**config.mk**
```make
export PLATFORM = sky130hd
export DESIGN_NAME = fetch_queue_flat
export DESIGN_NICKNAME = d
export VERILOG_FILES = /design/src/rtl/fetch_queue_if.sv /design/src/rtl/fetch_queue.sv /design/src/flat_wrapper.sv
export SDC_FILE = /design/constraint.sdc
export NUM_CORES = 1
export LEC_CHECK = 0
export BUFFER_PORTS_ARGS = -buffer_cell sky130_fd_sc_hd__buf_4
export CAP_MARGIN = 20
export CORE_ASPECT_RATIO = 0.5
export CORE_MARGIN = 4
export CORE_UTILIZATION = 40
export CTS_CLUSTER_SIZE = 20
export DETAILED_ROUTE_END_ITERATION = 12
export PLACE_DENSITY = 0.64
export SLEW_MARGIN = 10
export SYNTH_ARGS = -nofsm -noshare
export SYNTH_HDL_FRONTEND = slang
export SYNTH_SLANG_ARGS = --single-unit
```
**constraint.sdc**
```tcl
create_clock -name clk -period 9.05 [get_ports clk]
set_input_delay 1.81 -clock clk [delete_from_list [all_inputs] [get_ports clk]]
set_output_delay 1.81 -clock clk [all_outputs]
set_load 0.005 [all_outputs]
```
**src/rtl/fetch_queue_if.sv**
```systemverilog
// Fetch-to-decode handshake bundle for fetch_queue.
// master drives the fetch side and consumes the decode side; slave is the queue.
interface fetch_queue_if #(
    parameter int DATA_WIDTH = 32,
    parameter int ADDR_WIDTH = 32
);
    logic                  in_valid;
    logic                  in_ready;
    logic [ADDR_WIDTH-1:0] in_pc;
    logic [DATA_WIDTH-1:0] in_instruction;
    logic                  out_valid;
    logic                  out_ready;
    logic [ADDR_WIDTH-1:0] out_pc;
    logic [DATA_WIDTH-1:0] out_instruction;

    modport master (
        output in_valid, in_pc, in_instruction, out_ready,
        input  in_ready, out_valid, out_pc, out_instruction
    );

    modport slave (
        input  in_valid, in_pc, in_instruction, out_ready,
        output in_ready, out_valid, out_pc, out_instruction
    );
endinterface

```
**src/rtl/fetch_queue.sv**
```systemverilog
// In-order {pc, instruction} buffer between fetch and decode, flushed on taken branch.
// Define FETCH_QUEUE_BYPASS_EN for a zero-latency path when the queue is empty.
module fetch_queue #(
    parameter int DEPTH      = 4,
    parameter int DATA_WIDTH = 32,
    parameter int ADDR_WIDTH = 32
) (
    input  logic                   clk,
    input  logic                   reset,
    input  logic                   flush,
    fetch_queue_if.slave           bus,
    output logic [$clog2(DEPTH):0] count
);
    localparam int PW = $clog2(DEPTH);
    localparam int CW = PW + 1;
    localparam logic [CW-1:0] FULL = CW'(DEPTH);

    logic [ADDR_WIDTH-1:0] pc_q  [DEPTH];
    logic [DATA_WIDTH-1:0] ins_q [DEPTH];

    logic [PW-1:0] wr_q, wr_d;
    logic [PW-1:0] rd_q, rd_d;
    logic [CW-1:0] cnt_q, cnt_d;

    logic empty, full, byp;
    logic push, pop, wr_en, rd_en;

    always_comb begin
        empty = (cnt_q == '0);
        full  = (cnt_q == FULL);
`ifdef FETCH_QUEUE_BYPASS_EN
        byp = empty && !flush && bus.in_valid;
`else
        byp = 1'b0;
`endif
        bus.in_ready        = !full && !flush;
        bus.out_valid       = (!empty && !flush) || byp;
        bus.out_pc          = '0;
        bus.out_instruction = '0;
        if (byp) begin
            bus.out_pc          = bus.in_pc;
            bus.out_instruction = bus.in_instruction;
        end else if (bus.out_valid) begin
            bus.out_pc          = pc_q[rd_q];
            bus.out_instruction = ins_q[rd_q];
        end

        push = bus.in_valid && bus.in_ready;
        pop  = bus.out_valid && bus.out_ready;
        // A bypassed entry taken by decode never touches storage
        wr_en = push && !(byp && bus.out_ready);
        rd_en = pop && !byp;

        wr_d  = wr_en ? wr_q + PW'(1) : wr_q;
        rd_d  = rd_en ? rd_q + PW'(1) : rd_q;
        cnt_d = cnt_q;
        if (wr_en && !rd_en) begin
            cnt_d = cnt_q + CW'(1);
        end else if (rd_en && !wr_en) begin
            cnt_d = cnt_q - CW'(1);
        end
        if (flush) begin
            wr_d  = '0;
            rd_d  = '0;
            cnt_d = '0;
        end
    end

    always_ff @(posedge clk) begin
        if (reset) begin
            wr_q  <= '0;
            rd_q  <= '0;
            cnt_q <= '0;
        end else begin
            wr_q  <= wr_d;
            rd_q  <= rd_d;
            cnt_q <= cnt_d;
        end
    end

    always_ff @(posedge clk) begin
        if (wr_en) begin
            pc_q[wr_q]  <= bus.in_pc;
            ins_q[wr_q] <= bus.in_instruction;
        end
    end

    assign count = cnt_q;
endmodule

```
**src/flat_wrapper.sv**
```systemverilog
// flat-port wrapper written by rule: the top's interface ports become plain ports
module fetch_queue_flat 
#(
    parameter int DEPTH      = 4,
    parameter int DATA_WIDTH = 32,
    parameter int ADDR_WIDTH = 32
)
  (clk, reset, flush, count, bus_in_valid, bus_in_pc, bus_in_instruction, bus_out_ready, bus_in_ready, bus_out_valid, bus_out_pc, bus_out_instruction);
  fetch_queue_if #(.DATA_WIDTH(DATA_WIDTH), .ADDR_WIDTH(ADDR_WIDTH)) bus_i ();
  input  logic clk;
  input  logic reset;
  input  logic flush;
  output logic [$clog2(DEPTH):0] count;
  input wire logic [$bits(bus_i.in_valid)-1:0] bus_in_valid;
  input wire logic [$bits(bus_i.in_pc)-1:0] bus_in_pc;
  input wire logic [$bits(bus_i.in_instruction)-1:0] bus_in_instruction;
  input wire logic [$bits(bus_i.out_ready)-1:0] bus_out_ready;
  output wire logic [$bits(bus_i.in_ready)-1:0] bus_in_ready;
  output wire logic [$bits(bus_i.out_valid)-1:0] bus_out_valid;
  output wire logic [$bits(bus_i.out_pc)-1:0] bus_out_pc;
  output wire logic [$bits(bus_i.out_instruction)-1:0] bus_out_instruction;
  assign bus_i.in_valid = bus_in_valid;
  assign bus_i.in_pc = bus_in_pc;
  assign bus_i.in_instruction = bus_in_instruction;
  assign bus_i.out_ready = bus_out_ready;
  assign bus_in_ready = bus_i.in_ready;
  assign bus_out_valid = bus_i.out_valid;
  assign bus_out_pc = bus_i.out_pc;
  assign bus_out_instruction = bus_i.out_instruction;
  fetch_queue #(.DEPTH(DEPTH), .DATA_WIDTH(DATA_WIDTH), .ADDR_WIDTH(ADDR_WIDTH)) u_core (.clk(clk), .reset(reset), .flush(flush), .bus(bus_i), .count(count));
endmodule
```
==> reports/metrics.csv <==
metric;value;unit
finalSetupViolCount;0;
synth.distinct_cells;30;
timing.final.crit_share;53.0;%
num_io_pins;138;
areaGrowthSynthToFinish;20.3;%
netlist_area;0.0102;mm²
drc_errors;0;
syn_nets;535;
drtIter0Drc;304;
arrival;2.99;ns
clk_pin_slew;0.06;ns
viasPerCell;4.94;
overflow;0;
cts.sinks;265;
clk_latency;0.50;ns
slew-limit-headroom;29.5;%
die_w;234;µm
synth_seq_cells;265;
diodes;0;
stdcell_area;0.0122;mm²
postLayoutCoreUtil;49.9;%
path_class;input pin to output pin;
drv_slew;0;
multi_input_area;0.00217;mm²
synthCells;460;
fillCellCount;2012;
finalWeightedCongestion;0.703;
yosys_warnings;0;
finalWirelength;19000;µm
finalHoldViolCount;0;
start_util;41.5;%
coreArea;0.0245;mm²
cts_tree;done;
status;finished clean;
hpwl;10700;µm
p_sw;469;µW
reg2regPathDepth;10;
grt_max_degree;67;
grt_usage;13.5;%
via_count;4709;
p_leak;4.10;nW
dr.pass1.iters;4;
rrSetupSlack;6.49;ns
rr_endpoint;u_core.count[2];
r2r_start;u_core.count[0];
cts_root_buf;clkbuf_16;
syn_area_per_cell;22.1;µm²
htree_levels;1;
postCtsHoldBufs;0;
grt_pass1_wl;29400;µm
crit_path_start_kind;input pin;
post_drt_wl_per_cell;19.9;µm
numCtsBuffers;24;
antenna_found_initial;0;
finalWorstPathRequiredPeriod;4.80;ns
rsz0062_at_grt;no;
max_cap_violations;0;
power_density;198;mW/mm²
hp-start;u_core.rd_q[1];
vdd_drop_max;0.106;mV
seq_area_frac_synth;77.3;%
holdCritPathClass;register to register;
max_freq;208;MHz
port_buffers;137;
rows;40;
die_area;0.0282;mm²
cts_setup_buffers;0;
p_int;1.95;mW
p_comb_share;4.8;%
whs_path_depth;2;
die_height;121;µm
p_sw_share;19.3;%
crit_fanout;66;
drive_above_1_share;39.7;%
p_seq_share;56.6;%
grt_pass1_vias;5137;
worstMarginPinSlew;1.06;ns
critPathCaptureType;output pin;
antenna_left;0;
crit_required;7.24;ns
dpl-instance-area;0.0115;mm²
power_frac_clock;38.6;%
cts_resized;0;
seqCellArea;0.00788;mm²
fin_skew;0.00390;ns
clockBufferDepth;3;
fin_nets;677;
tns;0;ns
==> cell usage after synthesis (all sizes together) <==
master,n,area share [%]
nand2b,1,0.062
nand2,1,0.037
fa,1,0.20
xor2,2,0.17
dfxtp,9,1.8
inv,3,0.11
o31ai,1,0.12
nor2,4,0.15
mux2i,1,0.098
nand3,1,0.049
and3,4,0.25
buf,14,1.1
o21ai,3,0.15
or3b,1,0.086
nand3b,1,0.074
mux4,64,14
nor2b,2,0.12
nand4,1,0.062
or3,3,0.18
clkbuf,9,0.36
a21o,1,0.074
or2,1,0.062
and2,65,4.0
edfxtp,256,76
nor3,1,0.098
a21oi,5,0.25
ha,5,0.61
==> state kept, by name, summed over array words and instances (netlist names), named ones only <==
register / cells
u_core.count: 3
u_core.ins_q: 128
u_core.pc_q: 128
u_core.rd_q: 2
u_core.wr_q: 2
==> power groups by stage <==
stage               combinational [mW]  clock, mW  sequential (mW)
finish                           0.117      0.936             1.37
global route                     0.129       1.02             1.37
CTS                              0.120      0.958             1.37
detailed placement               0.120          0             1.40
global placement                 0.117          0             1.40
floorplan                       0.0514          0             1.40
==> worst max-delay path by stage <==
stage,startpoint,end,depth (start not counted)
3_3_place_gp,flush,bus_out_pc[20],5
6_report,flush,bus_out_pc[20],5
3_5_place_dp,flush,bus_out_pc[20],5
5_1_grt,register,bus_out_pc[4],4
4_1_cts,register,bus_out_instruction[5],4
2_1_floorplan,flush,bus_out_instruction[10],4
==> layout make-up <==
cell class / count / area share [%]
clock inverters: 14 / 0.715
repair buffers: 139 / 8.52
well taps: 336 / 3.43
clock buffers: 27 / 5.17
multi-input cells: 169 / 17.7
inverters: 3 / 0.0920
flip-flops and latches: 265 / 64.3
==> critical path, stage by stage <==
cell	delay (ns)
buf_4	0.14
nor2_4	0.09
buf_4	0.48
and2_1	0.29
buf_4	0.13
==> cells in the final DEF, fill, tap and decap left out, types with 2 or more instances in the layout <==
cell type	Yosys	final
a21oi_1	5	5
and2_1	64	64
and3_4	0	4
buf_4	0	139
clkbuf_1	7	2
clkbuf_16	0	25
clkinv_1	0	8
clkinv_2	0	4
dfxtp_1	9	7
dfxtp_4	0	2
edfxtp_1	256	256
ha_1	5	5
inv_1	3	3
mux4_2	64	64
nor2_1	4	3
nor2b_1	2	2
o21ai_0	3	3
or3_1	3	3
xor2_1	2	2
==> through the flow <==
stage          power (mW)  setup slack [ns]  hold WS, ns  cells
6_report             2.42              4.25        0.520    953
5_1_grt              2.52              4.03        0.567    953
4_1_cts              2.45              4.17        0.527    953
3_5_place_dp         1.52              4.22        0.512    912
3_3_place_gp         1.51              4.24        0.474    912
2_1_floorplan        1.45              4.78        0.459    460
==> logic make-up after synthesis <==
kind of cell	Yosys count	synth area share [%]
flip-flops	265	77.3
AND/OR/NAND/NOR	86	5.25
multiplexers	65	14.3
buffers and inverters	26	1.59
AO/OA/AOI/OAI	10	0.590
adder cells (fa/ha/maj)	6	0.812
XOR/XNOR	2	0.172
==> layer usage <==
| metal | vias to the layer above | part of all wire [%] | GRT usage [%] |
|---|---|---|---|
| li1 | 2145 | - | - |
| met1 | 2451 | 41 | 17.6 |
| met2 | 84 | 53 | 24.2 |
| met3 | 29 | 3.3 | 1.93 |
| met4 | 0 | 2.0 | 2.97 |
| met5 | - | 0 | 0 |
No activity file was read; power rests on OpenSTA's default activity.
